$ cat src/rtl/ctrl_pipe_stage.sv
// Parameterised pipeline register for the decoded control bundle, with bubble gating,
// stall/flush handling and an optional bubble counter (macro CTRL_PIPE_BUBBLE_CNT_EN).
module ctrl_pipe_stage #(
    parameter int                CTRL_W    = 9,
    parameter int                DEPTH     = 1,
    parameter logic [CTRL_W-1:0] NOP_VALUE = '0
) (
    input  logic              clk,
    input  logic              rst,
    input  logic [CTRL_W-1:0] ctrl_i,
    input  logic              valid_i,
    input  logic              stall_i,
    input  logic              flush_i,
    output logic [CTRL_W-1:0] ctrl_o,
    output logic              valid_o
`ifdef CTRL_PIPE_BUBBLE_CNT_EN
    ,
    output logic [15:0]       bubble_cnt_o
`endif
);

    if (DEPTH < 1 || DEPTH > 4 || CTRL_W < 1 || CTRL_W > 64) begin : g_param_err
        $error("ctrl_pipe_stage: DEPTH must be 1..4 and CTRL_W 1..64");
    end

    genvar gi;
    for (gi = 0; gi < DEPTH; gi++) begin : gen_stage
        logic [CTRL_W-1:0] ctrl_reg;
        logic              valid_reg;
        logic [CTRL_W-1:0] ctrl_next;
        logic              valid_next;

        if (gi == 0) begin : g_head
            // Invalid slots always carry NOP_VALUE so stale decode data never leaks downstream.
            assign valid_next = valid_i;
            assign ctrl_next  = valid_i ? ctrl_i : NOP_VALUE;
        end else begin : g_body
            assign valid_next = gen_stage[gi-1].valid_reg;
            assign ctrl_next  = gen_stage[gi-1].ctrl_reg;
        end

        always_ff @(posedge clk or posedge rst) begin
            if (rst) begin
                valid_reg <= 1'b0;
                ctrl_reg  <= NOP_VALUE;
            end else if (flush_i) begin
                valid_reg <= 1'b0;
                ctrl_reg  <= NOP_VALUE;
            end else if (!stall_i) begin
                valid_reg <= valid_next;
                ctrl_reg  <= ctrl_next;
            end
        end
    end

    assign ctrl_o  = gen_stage[DEPTH-1].ctrl_reg;
    assign valid_o = gen_stage[DEPTH-1].valid_reg;

`ifdef CTRL_PIPE_BUBBLE_CNT_EN
    logic [15:0] bubble_cnt_reg;
    logic        bubble_evt;

    // A flush counts once even when a stall coincides; stalled idle cycles inject nothing.
    assign bubble_evt = flush_i | (~stall_i & ~valid_i);

    always_ff @(posedge clk or posedge rst) begin
        if (rst) begin
            bubble_cnt_reg <= 16'h0000;
        end else if (bubble_evt && bubble_cnt_reg != 16'hFFFF) begin
            bubble_cnt_reg <= bubble_cnt_reg + 16'h0001;
        end
    end

    assign bubble_cnt_o = bubble_cnt_reg;
`endif

endmodule

$ cat config.mk
export PLATFORM = sky130hd
export DESIGN_NAME = ctrl_pipe_stage
export DESIGN_NICKNAME = d
export VERILOG_FILES = /design/src/rtl/ctrl_pipe_stage.sv
export SDC_FILE = /design/constraint.sdc
export NUM_CORES = 1
export LEC_CHECK = 0
export ABC_CLOCK_PERIOD_IN_PS = 800
export BUFFER_PORTS_ARGS = -buffer_cell sky130_fd_sc_hd__buf_2
export CAP_MARGIN = 10
export CORE_AREA = 2 2 39 41
export CTS_CLUSTER_DIAMETER = 30
export CTS_CLUSTER_SIZE = 24
export DETAILED_ROUTE_END_ITERATION = 12
export DIE_AREA = 0 0 41 43
export GPL_ROUTABILITY_DRIVEN = 0
export PLACE_DENSITY = 0.77
export SYNTH_ARGS = -nofsm -noshare
export SYNTH_HDL_FRONTEND = slang
export SYNTH_SLANG_ARGS = --single-unit
$ cat constraint.sdc
create_clock -name clk -period 0.8 [get_ports clk]
set_input_delay 0.08 -clock clk [delete_from_list [all_inputs] [get_ports clk]]
set_output_delay 0.08 -clock clk [all_outputs]
set_load 0.01 [all_outputs]
==> run metrics, run 1 <==
status finished with violations; failing checks negative setup slack; Worst EP arrival 780 ps; Tightest Pin Transition 385 ps; post-synth top area share 0.568; Setup WS post-layout -55.1 ps; type of destination of the critical path output port; Synth Register Bits 10; Worst R2R End valid_o$_DFFE_PP0P_; Hold Crit Start ctrl_i[0]; Setup TNS Final -453 ps; Layout fillers 142; DR pass1 iterations 3; Post-Syn Instances 43; number of CTS-inserted buffers 3; Max Slew Vio Count 0; r2r startpoint valid_o$_DFFE_PP0P_; reg2reg path depth 3; Starting Density 0.318; number of synthesized flops with an enable pin 0; ys async rst share 1.00; MaxCap Viol Count 0; Peak VDD IR 0.427 mV; sequential cell area fraction in the yosys report 0.568; worst-path maximum fanout 2; Mean Syn Cell Area 10.2 sq um; Overflow after GRT 0; CTS tree yes; sum of buffers and inverters on the critical path 1; worst-path cell chain buf_6; largest net degree at the start of global routing 20; Ports 24; Slowest-stage cell, CP dfrtp_1; Seq. cell area 250 sq um; NumNets Final 84; remaining antenna violation count after routing 0; antenna violations before repair 0; r2r setup slk 20 ps; Post-Route Skew 0 ps; Clk pwr share 0.329; combinational share of power 0.141; number of synthesis warnings 0; power share of the sequential group 0.530; clock sinks 10; die height 43 microns; Leakage ~0.31 nW; Top delay family on crit path flip-flops; count leader, synth dfrtp_1; Synth Cell Area 440 sq um; hold crit path type primary input to register; Die X 41 microns; Util after Layout 0.435; clk_lat worst skew 250 ps; clk slew on worst S/H paths 60 ps; switching share of total power 0.239; Crit Path Category register to output port; Critical Path RT a little over 700 ps; port buffer count 23; vias in the first global route 355; Startpoint Class register; top cell type by total area after synthesis dfrtp_1; final hold violation count 0; Total Routed Length 1030 microns; first-pass GRT wire length between 1000 and 1500 microns; DRC 0; CP endpoint ctrl_o[4]; Final Critical Period 855 ps; Largest stage delay, worst path about 400 ps; sw power 0.241 mW; fmax ~1200 MHz; RSZ-0062 raised after global routing yes; area used by multi-input combinational logic 160 sq um; H-tree Lvls 1; clock root cell clkbuf_4; cell depth of the worst setup path 1; share of layout cells above drive strength 1 0.397; n_diodes 0; area grow syn2layout 36.6%; wire per inst 12.2 microns; Via density 4.86; crit path from ctrl_o[4]$_DFFE_PP0P_; Tot GR Track Use 0.127; Post-Synthesis Net Count 57; Die ar. 1760 sq um; Final Cycle Share 1.07; synth unique cells 9; final setup fails 10; Cell Int Power 0.766 mW; top post-synthesis cells by area dfrtp_1 57%, nand3b_1 15%, a21oi_1 10%; main flop type after synthesis dfrtp_1; HPWL after DPL about 650 microns; most frequent cells after synthesis 10 x dfrtp_1, 9 x a21oi_1, 9 x nand2_1, 9 x nand3b_1, 2 x buf_6; DR vias 408; 1st-iter DRT viols 4; clock buffer depth 2; P per Cell Area 1670 nW/um^2; relative slew slack 0.743; row cnt 14; core box area between 1000 and 1500 sq um
[state kept, by name, indices dropped and copies added, names as in the netlist]
signal	flops
ctrl_o	9
valid_o	1
[logic make-up (layout without fill, tap and decap cells)]
| logic type | after synthesis | after routing | share of synthesized area |
|---|---|---|---|
| AOI/OAI and AO/OA | 9 | 9 | 0.102 |
| muxes | 1 | 1 | 0.0227 |
| DFF | 10 | 10 | 0.568 |
| buffers and inverters | 4 | 29 | 0.0682 |
| and+or+nand+nor | 19 | 19 | 0.239 |
[what timing repair did]
| action | CTS | global route |
|---|---|---|
| buffers inserted | 1 | 0 |
| endpoints found under the setup margin | 10 | 11 |
| gates resized for setup | 0 | 2 |
| hold buffers | 1 | 0 |
| cloned | 0 | 0 |
| endpoints found under the hold margin | 10 | 0 |
[metal layers]
metal	part of all wire	global-route usage	vias to the layer above	wire (microns)
li1	-	-	199	-
met1	0.41	0.129	190	422
met2	0.50	0.184	17	514
met3	0.073	0.0471	2	75
met4	0.016	0.120	0	16
met5	0	0	-	0
[cells in the final DEF, fill, tap and decap left out, types with 2 or more instances in the layout]
cell      count
nand2_1       9
dfrtp_1      10
clkbuf_4      3
a21oi_1       9
buf_6         2
nand3b_1      9
buf_2        21
[power groups by stage]
stage	Combinational (mW)	Clock [mW]	Sequential, mW
after floorplan	0.0655	0	0.553
after global placement	0.127	0	0.543
after detailed placement	0.129	0	0.543
after CTS	0.137	0.339	0.533
after global routing	0.158	0.373	0.537
final	0.142	0.331	0.534
[area by class of cell]
class                      count  area share
timing repair buffer          25       0.241
inverter                       1     0.00624
multi-input combinational     29       0.266
clock buffer                   3      0.0374
tap                           16      0.0333
sequential                    10       0.416
[worst min-delay path by stage]
stage | end | slack [ps] | depth (start not counted)
2_1_floorplan | ctrl_o[0]$_DFFE_PP0P_ | -80 | 1
3_3_place_gp | ctrl_o[7]$_DFFE_PP0P_ | 70 | 2
5_1_grt | ctrl_o[5]$_DFFE_PP0P_ | 80 | 3
3_5_place_dp | ctrl_o[7]$_DFFE_PP0P_ | 70 | 2
4_1_cts | ctrl_o[0]$_DFFE_PP0P_ | 80 | 3
6_report | ctrl_o[0]$_DFFE_PP0P_ | 90 | 3
[per-stage QoR]
stage | std cells | total power [mW] | area [sq um] | hold slack (ps) | setup slack (ps)
6_report | 84 | 1.01 | 602 | 87.8 | -55.1
5_1_grt | 84 | 1.07 | 602 | 83.1 | -99.8
4_1_cts | 84 | 1.01 | 589 | 77.8 | -61.0
3_5_place_dp | 79 | 0.672 | 549 | 73.9 | 81.8
3_3_place_gp | 79 | 0.670 | 549 | 71.1 | 93.8
2_1_floorplan | 43 | 0.619 | 440 | -79.8 | 105
Power figures use the tool's default switching activity.
==> run 2: changes to the inputs <==
Settings changed: ABC_AREA set to 1, ABC_CLOCK_PERIOD_IN_PS 800 to 950.
Clock period 0.8 ns to 0.95 ns, I/O delays scaled along.
==> run metrics, run 2 <==
clk slew on worst S/H paths 70 ps (was 60 ps); share of layout cells above drive strength 1 0.333 (was 0.397); Final Critical Period between 800 and 900 ps; area grow syn2layout 34.9% (was 36.6%); fmax 1110 MHz; top post-synthesis cells by area dfrtp_1 53%, nand2_1 30%, nor2_1 7.1% (was dfrtp_1 57%, nand3b_1 15%, a21oi_1 10%); antenna violations before repair 0 (unchanged); largest net degree at the start of global routing 11 (was 20); core box area 1380 sq um (unchanged); DRC 0 (unchanged); most frequent cells after synthesis 38 x nand2_1, 10 x dfrtp_1, 9 x nor2_1 (was 10 x dfrtp_1, 9 x a21oi_1, 9 x nand2_1, 9 x nand3b_1, 2 x buf_6); most frequent cells in the layout 38 x nand2_1, 23 x buf_2, 10 x dfrtp_1 (was 21 x buf_2, 10 x dfrtp_1, 9 x nand2_1, 9 x nand3b_1, 9 x a21oi_1); MaxCap Viol Count 0 (unchanged); post-synth top area share 0.529 (was 0.568); CTS tree yes (unchanged); post-CTS sizing 0 (unchanged); Crit Path Category register to output port (unchanged); Setup WS post-layout 52.8 ps (was -55.1 ps); top cell type by total area after synthesis dfrtp_1 (unchanged); Leakage 0.407 nW (was 0.309 nW); main flop type after synthesis dfrtp_1 (unchanged); Synth Register Bits 10 (unchanged); P per Cell Area 1550 nW/um^2 (was 1670 nW/um^2); count leader, synth nand2_1 (was dfrtp_1); remaining antenna violation count after routing 0 (unchanged); NumNets Final 105 (was 84); die height 43 microns (unchanged); max reg flops 9 (unchanged); Tot GR Track Use 0.143 (was 0.127); Peak VDD IR 0.588 mV (was 0.427 mV); PnR Total Power 0.987 mW (was 1.01 mW); n_diodes 0 (unchanged); Critical Path RT 850 ps (was 720 ps); Starting Density 0.342 (was 0.318); final setup fails 0 (was 10); clk_lat worst skew 270 ps (was 250 ps); Synth Cell Area 473 sq um (was 440 sq um); clock sinks 10 (unchanged); relative slew slack 0.755 (was 0.743); hold crit path type primary input to register (unchanged); Ports 24 (unchanged); status finished, final reports clean (was finished with violations); pre-CTS WS 140 ps (was 81.8 ps); final hold violation count 0 (unchanged); cell depth of the worst setup path 1 (unchanged); 1st-iter DRT viols 2 (was 4); port buffer count 23 (unchanged); DR vias 470 (was 408); Final Cycle Share 0.944; worst-path cell chain buf_2 (was buf_6); Startpoint Class register (unchanged); number of CTS-inserted buffers 3 (unchanged); Max Slew Vio Count 0 (unchanged); Setup TNS Final 0 ps (was -453 ps); clock buffer depth 2 (unchanged); wire per inst 10.1 microns (was 12.2 microns); Die ar. 1760 sq um (unchanged); type of destination of the critical path output port (unchanged); ys async rst share 1.00 (unchanged); synth unique cells 9 (unchanged); Via density 4.43 (was 4.86); Die X 41 microns (unchanged); row cnt 14 (unchanged); placed cell area 592 sq um (was 549 sq um); H-tree Lvls 1 (unchanged); reg2reg path depth 2 (was 3); DR pass1 iterations 2 (was 3); most common cell after layout, fill and taps aside nand2_1 (was buf_2); Tightest Pin Transition 368 ps (was 385 ps); Min-Delay Path Depth 5 (was 3); RSZ-0062 raised after global routing no (was yes); sequential cell area fraction in the yosys report 0.529 (was 0.568); fin area 638 sq um (was 602 sq um); number of synthesized flops with an enable pin 0 (unchanged); HPWL after DPL 814 microns (was 655 microns); Largest stage delay, worst path 390 ps (about the same); sum of buffers and inverters on the critical path 1 (unchanged); Top delay family on crit path flip-flops (unchanged); worst-path maximum fanout 2 (unchanged); Worst EP arrival 800 ps (was 780 ps); number of synthesis warnings 0 (unchanged); vias in the first global route 399 (was 355); Post-Syn Instances 64 (was 43); Mean Syn Cell Area 7.39 sq um (was 10.2 sq um); first-pass GRT wire length 1640 microns (was 1410 microns); Post-Route Skew 0 ps (unchanged); Post-Synthesis Net Count 78 (was 57); Slowest-stage cell, CP dfrtp_1 (unchanged); Overflow after GRT 0 (unchanged); clock root cell clkbuf_4 (unchanged); Total Routed Length 1070 microns (was 1030 microns); Util after Layout 0.461 (was 0.435)
[run 2: cell count changes in the layout (fill, tap and decap cells not counted), sizes merged]
cell    previous run  this run
mux2i              1         0
buf               24        23
nand3b             9         1
nand2              9        39
inv                1         3
a21oi              9         0
nor2               1         9
clkbuf             3         4
[run 2: report_power, final]
group | total, mW | switching [mW] | internal (mW)
Combinational | 0.134 | 0.0793 | 0.0549
Clock | 0.395 | 0.161 | 0.233
Sequential | 0.459 | 0.0114 | 0.447
[run 2: cell families after synthesis]
| logic type | after synthesis | synth area share |
|---|---|---|
| buffers and inverters | 5 | 0.0582 |
| DFF | 10 | 0.529 |
| and+or+nand+nor | 49 | 0.413 |
[run 2: worst paths after layout]
path,from,to,slack [ps]
max,ctrl_o[4]$_DFFE_PP0P_,ctrl_o[4],50
min,ctrl_i[6],ctrl_o[6]$_DFFE_PP0P_,120
max reg2reg,ctrl_o[4]$_DFFE_PP0P_,ctrl_o[4]$_DFFE_PP0P_,330
min reg2reg,valid_o$_DFFE_PP0P_,valid_o$_DFFE_PP0P_,470
max in group asynchronous,rst,valid_o$_DFFE_PP0P_,350
min in group asynchronous,rst,ctrl_o[5]$_DFFE_PP0P_,330
[run 2: metal layers]
layer / up-vias / global-route usage / part of all wire
li1: 241 / - / -
met1: 205 / 0.181 / 0.40
met2: 19 / 0.197 / 0.50
met3: 5 / 0.0314 / 0.065
met4: 0 / 0.120 / 0.033
met5: - / 0 / 0
[run 2: final cells by class]
class | instances | area, sq um
inverters | 3 | 11.3
repair buffers | 24 | 125
multi-input cells | 49 | 195
flip-flops and latches | 10 | 250
clock buffers | 4 | 36.3
fillers | 143 | 746
well taps | 16 | 20.0
[run 2: metrics by stage]
stage | cells | hold slack, ps
after detailed placement | 101 | 80.1
after global placement | 101 | 78.6
after global routing | 106 | 125
after floorplan | 64 | -64.8
final | 106 | 118
after CTS | 106 | 124
[run 2: what timing repair did]
| action | CTS | global route |
|---|---|---|
| hold buffers | 1 | 0 |
| endpoints found under the hold margin | 10 | 0 |
| setup buffers | 0 | 0 |
